**config.mk**
```make
export PLATFORM = sky130hd
export DESIGN_NAME = mem_arbiter
export DESIGN_NICKNAME = d
export VERILOG_FILES = /design/src/rtl/mem_arb_pkg.sv /design/src/rtl/mem_arbiter_arb_pick.sv /design/src/rtl/mem_arbiter.sv
export SDC_FILE = /design/constraint.sdc
export NUM_CORES = 1
export LEC_CHECK = 0
export ABC_AREA = 0
export BUFFER_PORTS_ARGS = -buffer_cell sky130_fd_sc_hd__buf_2
export CAP_MARGIN = 20
export CORE_AREA = 10 10 107 109
export CTS_CLUSTER_SIZE = 12
export DETAILED_ROUTE_END_ITERATION = 8
export DIE_AREA = 0 0 117 119
export GPL_TIMING_DRIVEN = 0
export PLACE_DENSITY = 0.86
export SYNTH_ARGS = -nofsm -noshare
export SYNTH_HDL_FRONTEND = slang
export SYNTH_SLANG_ARGS = --single-unit
```
**constraint.sdc**
```tcl
create_clock -name clk -period 2.4 [get_ports clk]
set_input_delay 0.36 -clock clk [delete_from_list [all_inputs] [get_ports clk]]
set_output_delay 0.36 -clock clk [all_outputs]
set_load 0.02 [all_outputs]
```
**src/rtl/mem_arb_pkg.sv**
```systemverilog
// Shared state encoding and default widths for the memory arbiter.
package mem_arb_pkg;

  localparam int ADDR_W_DEF = 32;
  localparam int DATA_W_DEF = 16;

  typedef enum logic [2:0] {
    IDLE,
    ME_ACC,
    ME_RSP,
    IF_HI,
    IF_LO,
    IF_RSP
  } state_t;

endpackage

```
**src/rtl/mem_arbiter_arb_pick.sv**
```systemverilog
// Two-way request picker: fixed data-stage priority, or alternating on contention
// when MEM_ARB_RR_EN is defined (last_if = 1 means fetch won the last contention).
module arb_pick (
  input  logic me_req,
  input  logic if_req,
`ifdef MEM_ARB_RR_EN
  input  logic last_if,
`endif
  output logic grant_me,
  output logic grant_if
);

  always_comb begin
    grant_me = me_req;
    grant_if = if_req && !me_req;
`ifdef MEM_ARB_RR_EN
    if (me_req && if_req) begin
      grant_me = last_if;
      grant_if = !last_if;
    end
`endif
  end

endmodule

```
**src/rtl/mem_arbiter.sv**
```systemverilog
// Arbitrates a fetch port (two-word instruction) and a data port onto one
// single-port synchronous-read memory. Define MEM_ARB_RR_EN for alternating priority.
module mem_arbiter
  import mem_arb_pkg::*;
#(
  parameter int ADDR_W = ADDR_W_DEF,
  parameter int DATA_W = DATA_W_DEF
) (
  input  logic                clk,
  input  logic                rst,
  input  logic                if_req,
  input  logic                if_abort,
  input  logic [ADDR_W-1:0]   if_addr,
  output logic                if_valid,
  output logic [2*DATA_W-1:0] if_instr,
  output logic                if_wait,
  input  logic                me_req,
  input  logic                me_wr,
  input  logic [ADDR_W-1:0]   me_addr,
  input  logic [DATA_W-1:0]   me_wdata,
  output logic                me_valid,
  output logic [DATA_W-1:0]   me_rdata,
  output logic                me_wait,
  output logic                mem_en,
  output logic                mem_we,
  output logic [ADDR_W-1:0]   mem_addr,
  output logic [DATA_W-1:0]   mem_wdata,
  input  logic [DATA_W-1:0]   mem_rdata
);

  state_t            state, state_n;
  logic [ADDR_W-1:0] addr_q;
  logic              wr_q;
  logic [DATA_W-1:0] wdata_q;
  logic [DATA_W-1:0] hi_q;
  logic              grant_me, grant_if;

`ifdef MEM_ARB_RR_EN
  logic last_if;
`endif

  arb_pick u_pick (
    .me_req   (me_req),
    .if_req   (if_req),
`ifdef MEM_ARB_RR_EN
    .last_if  (last_if),
`endif
    .grant_me (grant_me),
    .grant_if (grant_if)
  );

  always_ff @(posedge clk or negedge rst) begin
    if (!rst) begin
      state   <= IDLE;
      addr_q  <= '0;
      wr_q    <= 1'b0;
      wdata_q <= '0;
      hi_q    <= '0;
    end else begin
      state <= state_n;
      if (state == IDLE) begin
        if (grant_me) begin
          addr_q  <= me_addr;
          wr_q    <= me_wr;
          wdata_q <= me_wdata;
        end else if (grant_if) begin
          addr_q  <= if_addr;
          wr_q    <= 1'b0;
          wdata_q <= '0;
        end
      end
      // The high word read in IF_HI is on mem_rdata throughout IF_LO.
      if (state == IF_LO && !if_abort) hi_q <= mem_rdata;
    end
  end

`ifdef MEM_ARB_RR_EN
  // Pointer moves only when both ports compete, so a lone request never steals a turn.
  always_ff @(posedge clk or negedge rst) begin
    if (!rst) last_if <= 1'b1;
    else if (state == IDLE && me_req && if_req) last_if <= grant_if;
  end
`endif

  always_comb begin
    state_n   = state;
    mem_en    = 1'b0;
    mem_we    = 1'b0;
    mem_addr  = '0;
    mem_wdata = '0;
    if_valid  = 1'b0;
    if_instr  = '0;
    me_valid  = 1'b0;
    me_rdata  = '0;
    case (state)
      IDLE: begin
        if (grant_me)      state_n = ME_ACC;
        else if (grant_if) state_n = IF_HI;
      end
      ME_ACC: begin
        mem_en    = 1'b1;
        mem_we    = wr_q;
        mem_addr  = addr_q;
        mem_wdata = wdata_q;
        state_n   = ME_RSP;
      end
      ME_RSP: begin
        me_valid = 1'b1;
        me_rdata = wr_q ? '0 : mem_rdata;
        state_n  = IDLE;
      end
      IF_HI: begin
        mem_en   = 1'b1;
        mem_addr = addr_q;
        state_n  = if_abort ? IDLE : IF_LO;
      end
      IF_LO: begin
        mem_en   = 1'b1;
        mem_addr = addr_q + ADDR_W'(1);
        state_n  = if_abort ? IDLE : IF_RSP;
      end
      IF_RSP: begin
        if_valid = 1'b1;
        if_instr = {hi_q, mem_rdata};
        state_n  = IDLE;
      end
      default: state_n = IDLE;
    endcase
  end

  assign if_wait = rst && if_req && !if_valid;
  assign me_wait = rst && me_req && !me_valid;

endmodule

```
[After elaboration in Yosys (flattened, before gate mapping)]
Cells that the tools add are included.
Word-level totals
  flip-flop bits (word level): 68
  output and inout port bits: 102
Cells by class
  add/subtract/negate cells: 1
  equality and inequality tests: 6
  multiplexer cells: 20
  reductions and logical operators: 15
Operator list (number)
  2-to-1 mux 32 bit: 3
  2-to-1 mux 16 bit: 5
  one-hot mux 32 bit (2 select lines): 1
  adder 32 x 1 -> 32 bit, second input constant: 1
  2-to-1 mux 3 bit: 4
  one-hot mux 3 bit (4 select lines): 1
  == test 3 x 2 -> 1 bit, second input constant: 2
  == test 3 bit, second input constant: 2
  logical AND 1 bit: 6
  2-to-1 mux 1 bit: 6
  logical NOT 1 bit: 4
  == test 3 x 1 -> 1 bit, second input constant: 1
  logical NOT 3 bit: 1
  != test 3 bit, second input constant: 1
  OR reduction 3 bit: 1
  AND reduction 2 bit: 1
  nonzero test 2 bit: 1
  OR reduction 2 bit: 1

[Logic depth before layout (Yosys ltp)]
Gate-level depths: netlist of the first run.
  depth in word-level cells: 5
  depth in mapped cells: 7

[By module]
From an unflattened synthesis of the first run, not the netlist that was laid out.
Second synthesis, totals
  cell total of the unflattened synthesis: 500
  area, all modules: 4410.5 um2
By module, submodules not included
  mem_arbiter: instances 1, cells each 498, area an instance 4389.2 um2, sequential area each 1701.6 um2
  arb_pick: instances 1, cells each 2, area an instance 21.3 um2, sequential area each 0.0 um2

[Least setup slack after synthesis of the first run]
OpenSTA, ideal clock, no wires.
  path type: register -> output
  start: reg addr_q[0]
  end: out mem_addr[16]
  arrival: 2028 ps
  data required time: 2040 ps
  path slack: 12 ps
  cell stages (with the launch flop): 6
  path buffers: 0
  cell sequence: dfrtp_1 > ha_1 > nand2_1 > nor3_1 > nand2_1 > o41ai_1
On the way
  word-level cells in the longest chain between the ends: 2
RTL lines
  start, declared: line mem_arbiter.sv:32  | logic [ADDR_W-1:0] addr_q;
  start signal, assigned: line mem_arbiter.sv:63  | addr_q <= me_addr;
  start signal, assigned: line mem_arbiter.sv:67  | addr_q <= if_addr;
  adder 32 x 1 -> 32 bit: line mem_arbiter.sv:119  | mem_addr = addr_q + ADDR_W'(1);
  one-hot mux 32 bit (2 select lines): line mem_arbiter.sv:95  | case (state)
  end, declared: line mem_arbiter.sv:26  | output logic [ADDR_W-1:0] mem_addr,
Every way passes these cells.

[Worst setup path in the final report of the first run]
  start: reg addr_q[10]
  end: out mem_addr[21]
Same word-level chain as after synthesis.

==> flow_summary.toml, run 1 <==
[die]
design.die.area_um2 = 13920
rows = 36
io_pins = 204
core_um2 = 9459
start_util = 0.4497
fp.dieW_um = 117
die_h_um = 119

[clocking]
clk_pin_slew_worst_paths_ps = 80
cts_max_path_buffers = 2
tritoncts = "done"
root_buffer = "clkbuf_8"
clk_latency_ps = 350
postCtsHoldBufs = 0
cts.sinks = 68
cts_buffers = 9
htree_levels = 3

[logic_synthesis]
synth_cells = 481
synthTopCellsByArea = "dfrtp_1 (40%), and2_1 (10%), o21ai_0 (8.1%)"
seq_area_frac_synth = 0.4000
synthTopCellsByCount = "o21ai_0 (69), and2_1 (68), dfrtp_1 (68)"
yosys.area.top_type_share = 0.4000
ys_ff_latch = 68
ys_types = 45
syn_area_um2 = 4254
mappedNetlistNets = 584
synth-edff-count = 0
async_flop_share = 1.000
synth.avg_cell_area_um2 = 8.844
synth_flop_cell = "dfrtp_1"
yosys.area.top_type = "dfrtp_1"
synth.most_common_cell = "o21ai_0"
ys.warnings.count = 0

[worst_setup_path]
path_delay_family = "simple AND/OR/NAND/NOR gates"
crit_slowest_cell = "dfrtp_1"
crit_path_end_kind = "output pin"
crit_type = "register to output pin"
path_buf_inv = 4
path_cells = "buf_6 -> nand4_4 -> nor4_4 -> buf_6 -> buf_12 -> nand3_2 -> and3_4 -> a211o_1 -> buf_6"
cp.required_ps = 2040
critPathMaxFanout = 5
arrival_ps = 2140
critPathMostFrequentCell = "buf_6"
cp-start-kind = "register"
slowest_delay_ps = 350

[routing]
drcViolationCount = 0
dr.first_iter.drc_count = 418
vias = 4887
ant_nets = 0
finalWirelength_mm = 16.29
routed_via_density = 5.702
drtPass1Iterations = 5
detail_route.wl_per_cell_um = 19.01

[timing]
timing.final.crit_period_ps = 2501
setup_ws_ps = -100.9
relSlewSlack = 0.3884
setup_violations = 13
fin_worst_skew_ps = 6.863
rsz0062_at_grt = "yes"
max_freq_mhz = 399.9
tightest_slew_ps = 917.4
hold_viol = 0
finalCritPeriodShare = 1.042
hold_ws_ps = 118.8
maxSlewViolCount = 0

[power_and_ir_drop]
leakage_nw = 3.370
switchingPower_w = 0.003108
power_frac_clock = 0.145
power_frac_comb = 0.532
ir_drop_v = 0.0005652
cellPowerDensity_nw_per_um2 = 1067
switching_share = 0.4503
pwr-share-seq = 0.323
p_int_w = 0.003793

[flow_run]
maxCapViolations = 0

[status]
outcome = "finished with violations"
violations = "setup timing"

[layout]
nets = 839
syn2layout_area_growth_pct = 52.09
num-fill-cells = 732
multi_input_area_um2 = 2651
drive_gt1_frac = 0.4804
final-seq-area_um2 = 1718

[place]
hpwl_mm = 11.37
portBuffers = 202
gp_congestion = 0.9053
preCtsSetupSlack_ps = -90.82

[grt]
antenna_found_initial = 2
grt_usage = 0.2145
overflow = 0
grt_pass1_vias = 4808
grt_first_pass_wirelength_mm = 24.31
grt_max_degree = 71

[min_path]
hold_path.class = "input pin to async pin"
## kinds of logic after synthesis
group / share of synthesized area
buf+inv: 0.04147
mux: 0.1176
compound gates: 0.1865
fa+ha+maj: 0.002941
flops: 0.4000
simple gates: 0.2515
## per-layer routing
| metal | track usage | part of all wire | vias to the layer above |
|---|---|---|---|
| met5 | 0 | 0 | - |
| met4 | 0.09274 | 0.033 | 0 |
| met3 | 0.04869 | 0.084 | 42 |
| met2 | 0.3626 | 0.50 | 274 |
| met1 | 0.2527 | 0.38 | 2323 |
| li1 | - | - | 2248 |
## per-stage QoR
stage               TNS (ps)  instances  power, W  area (um^2)    util
floorplan                  0        481  0.003996         4254       -
detailed placement    -518.7        797  0.005069         5410  0.5720
CTS                   -592.6        835  0.006392         6042  0.6388
finish                -732.3        857  0.006901         6470  0.6840
global placement      -312.8        797  0.004950         5408  0.5717
global route           -2119        857  0.007351         6470  0.6840
## layout by cell type, fill, tap and decap left out, types with 4 or more instances in the layout
master	synthesis	layout
nand2_1	62	58
nor2_1	9	7
inv_1	6	6
buf_4	2	53
nor3_4	0	5
mux2_2	16	16
buf_6	0	18
a22o_1	18	18
dfrtp_1	68	55
o31ai_2	0	4
nand4_1	10	10
a31oi_1	11	9
a21oi_1	8	5
buf_2	6	182
o21ai_1	1	22
dfrtp_2	0	13
clkbuf_2	0	4
and2_1	68	67
nor3_1	8	4
clkbuf_8	0	11
mux2i_1	32	32
o21ai_0	69	43
clkbuf_1	26	13
o21ai_2	0	5
nand3_1	13	10
## flip-flops by register name, summed over array words and instances (netlist names)
register and flops:
addr_q 32, wr_q 1, hi_q 16, wdata_q 16, state 3
## cell type report
cell class,count,area share
antenna,2,0.0007735
buffer,32,0.03442
clock buffer,12,0.02398
clock inverter,4,0.007349
inverter,6,0.003481
multi-input combinational,371,0.4098
sequential,68,0.2655
tap,114,0.02205
timing repair buffer,248,0.2326
## repair_timing
action / 4_1_cts / 5_1_grt
setup buffers: 25 / 20
pin swaps: 16 / 13
gates cloned: 1 / 3
setup endpoints to repair: 59 / 66
gates resized for setup: 82 / 88
## worst paths after layout
| path | startpoint | end | slack [ps] | cells past startpoint |
|---|---|---|---|---|
| setup / recovery | addr_q[10] | mem_addr[21] | -100 | 9 |
| hold / removal | rst | addr_q[31] | 120 | 1 |
| setup reg to reg | state[1] | hi_q[12] | 160 | 6 |
| hold reg to reg | hi_q[14] | hi_q[14] | 500 | 1 |
| max in group asynchronous | rst | addr_q[7] | 1600 | 1 |
| min in group clk | if_abort | state[2] | 200 | 2 |
## power groups by stage
stage                     Sequential [W]  Clock, W  Combinational [W]
after floorplan                  0.00202         0            0.00198
after CTS                        0.00218   0.00100            0.00320
after detailed placement         0.00216         0            0.00291
after global routing             0.00231   0.00106            0.00398
final                            0.00223  0.000999            0.00367
after global placement           0.00213         0            0.00282
Power figures use the tool's default switching activity.
==> run 2, diff against run 1 <==
- SYNTH_HIERARCHICAL: not set -> 1
==> run 2 against run 1 <==
Effect of this change:
- the flow still finishes with violations (setup timing)
- via count grew 1.9%
- clock skew up 20 ps
- routed wire length increased by 4.7%
- total power grew 2.8%
- final cell count rose by 1.5%
- synthesized area rose by 3.7%
- clock power rose by 4%
- critical path depth decreased by 1
- global-route usage grew 1.3 points
- sequential power about the same
- first-iteration DRC count is 6.5% higher
==> flow_summary.toml, run 2 <==
[layout]
largest_reg_flops = 32
largest-register = "addr_q"
final_common_cell = "buf_2"
layout_common_cells = "buf_2 (187), and2_1 (71), nand2_1 (59)"
nets = 854
reg_top3 = "addr_q x32, hi_q x16, wdata_q x16"
num-fill-cells = 739
diodes = 0
syn2layout_area_growth_pct = 49.87
final-seq-area_um2 = 1720
final_core_util = 0.6988
multi_input_area_um2 = 2829
drive_gt1_frac = 0.4815
stdcell_area_um2 = 6610

[place]
portBuffers = 203
gp_congestion = 0.9300
preCtsSetupSlack_ps = -144.9
hpwl_mm = 12.01
place_area_um2 = 5587

[grt]
grt_first_pass_wirelength_mm = 26.15
grt_usage = 0.2274
grt_max_degree = 71
grt_pass1_vias = 5143
antenna_found_initial = 0
overflow = 0

[logic_synthesis]
synth-edff-count = 0
yosys.area.top_type_share = 0.3858
muxShareOfSynthArea = 0.1135
synth_flop_cell = "dfrtp_1"
synth_cells = 500
synth.most_common_cell = "and2_1"
ys_ff_latch = 68
ys.warnings.count = 6
synth.avg_cell_area_um2 = 8.821
synthAdderAreaFrac = 0.002837
seq_area_frac_synth = 0.3858
synth-compound-area-share = 0.1813
yosys.area_share.simple = 0.2718
synth_top_family_by_area = "simple AND/OR/NAND/NOR gates"
yosys.area.top_type = "dfrtp_1"
async_flop_share = 1.000
synth-xor-area-share = 0
synthTopCellsByCount = "and2_1 (71), dfrtp_1 (68), nand2_1 (60)"
synthTopCellsByArea = "dfrtp_1 (39%), and2_1 (10%), mux2i_1 (7.3%)"
mappedNetlistNets = 603
syn_area_um2 = 4410
ys_types = 53

[worst_setup_path]
path_cells = "nand4_1 -> buf_6 -> buf_12 -> nor4_4 -> buf_4 -> a31oi_1 -> a31oi_1 -> buf_4"
crit_type = "register to output pin"
cp-start-kind = "register"
slowest_delay_ps = 390
crit_path_end_kind = "output pin"
arrival_ps = 2210
cp.required_ps = 2040
crit_slowest_cell = "dfrtp_1"
critPathMaxFanout = 6
r2r_cells = 5

[clocking]
cts_max_path_buffers = 2
cts.sinks = 68
postCtsHoldBufs = 0
clk_latency_ps = 370
tritoncts = "done"
htree_levels = 3
clk_pin_slew_worst_paths_ps = 110
cts_buffers = 9
root_buffer = "clkbuf_8"

[die]
fp.dieW_um = 117
start_util = 0.4663
rows = 36
core_um2 = 9459
design.die.area_um2 = 13920
die_h_um = 119
io_pins = 204

[timing]
maxSlewViolCount = 0
fin_setup_tns_ps = -921.9
setup_ws_ps = -173.8
setup_violations = 15
hold_ws_ps = 79.08
rsz0062_at_grt = "yes"
fin_worst_skew_ps = 27.15
hold_viol = 0
relSlewSlack = 0.3929
tightest_slew_ps = 910.7
timing.final.crit_period_ps = 2574
finalCritPeriodShare = 1.072
max_freq_mhz = 388.5

[routing]
finalWirelength_mm = 17.05
detail_route.wl_per_cell_um = 19.60
vias = 4982
dr.first_iter.drc_count = 445
ant_nets = 0
routed_via_density = 5.726
drtPass1Iterations = 9
drcViolationCount = 0

[min_path]
hold_path.class = "input pin to async pin"

[status]
violations = "setup timing"
outcome = "finished with violations"

[power_and_ir_drop]
ir_drop_v = 0.0005138
leakage_nw = 3.348
cellPowerDensity_nw_per_um2 = 1073

[flow_run]
maxCapViolations = 0
==> run 2: cell count changes after synthesis, sizes merged, moves of 3 or more <==
cell | before | now
o21ai | 70 | 54
clkbuf | 26 | 32
nor4 | 1 | 6
nand2b | 1 | 5
nor3 | 10 | 14
a31o | 0 | 3
a31oi | 11 | 14
a32oi | 0 | 3
and2 | 68 | 71
and3 | 6 | 3
and4 | 2 | 5
nand3b | 0 | 3
o31ai | 7 | 4
==> run 2: what timing repair did <==
action	in CTS	in global routing
cloned	2	0
gates resized for setup	84	64
setup buffers	30	16
pin swaps	12	23
setup endpoints to repair	59	46
==> run 2: final cells by class <==
type / count / area share
multi-input cells: 384 / 0.4280
flip-flops and latches: 68 / 0.2603
repair buffers: 250 / 0.2247
plain buffers: 34 / 0.03199
well taps: 114 / 0.02158
clock buffers: 9 / 0.01874
clock inverters: 7 / 0.01249
inverters: 4 / 0.002271
==> run 2: cell families after synthesis <==
logic type	Yosys count
buffers and inverters	48
AO/OA/AOI/OAI	122
multiplexers	48
adder cells (fa/ha/maj)	1
flip-flops	68
AND/OR/NAND/NOR	213
==> run 2: report_power, final <==
part / internal, W / leakage [nW] / switching (W)
combinational: 0.00162 / 2.42 / 0.00219
sequential: 0.00171 / 0.826 / 0.000536
clock: 0.000499 / 0.0988 / 0.000541
total: 0.00383 / 3.35 / 0.00327
==> run 2: final timing paths <==
path | from | end | slack (ps)
max | addr_q[19] | mem_addr[23] | -170
min | rst | addr_q[18] | 80
max reg2reg | state[1] | hi_q[12] | 380
min reg2reg | hi_q[8] | hi_q[8] | 510
max in group asynchronous | rst | state[0] | 1600
min in group clk | me_wdata[0] | wdata_q[0] | 210
==> run 2: worst max-delay path, delay by kind of cell, from the launching register on <==
family                 cells  cell delay, ps
buffers and inverters      4             660
flip-flops                 1             390
AND/OR/NAND/NOR            2             460
AO/OA/AOI/OAI              2             320
==> run 2: layer usage <==
| layer | track usage | vias up | part of all wire |
|---|---|---|---|
| met5 | 0 | - | 0 |
| li1 | - | 2308 | - |
| met1 | 0.2740 | 2359 | 0.38 |
| met2 | 0.3852 | 261 | 0.51 |
| met3 | 0.05221 | 54 | 0.084 |
| met4 | 0.08037 | 0 | 0.029 |
==> run 2: stage by stage <==
step	total power, W	cells
5_1_grt	0.007526	870
4_1_cts	0.006740	858
3_5_place_dp	0.005218	817
2_1_floorplan	0.004128	500
6_report	0.007093	870
3_3_place_gp	0.005087	817
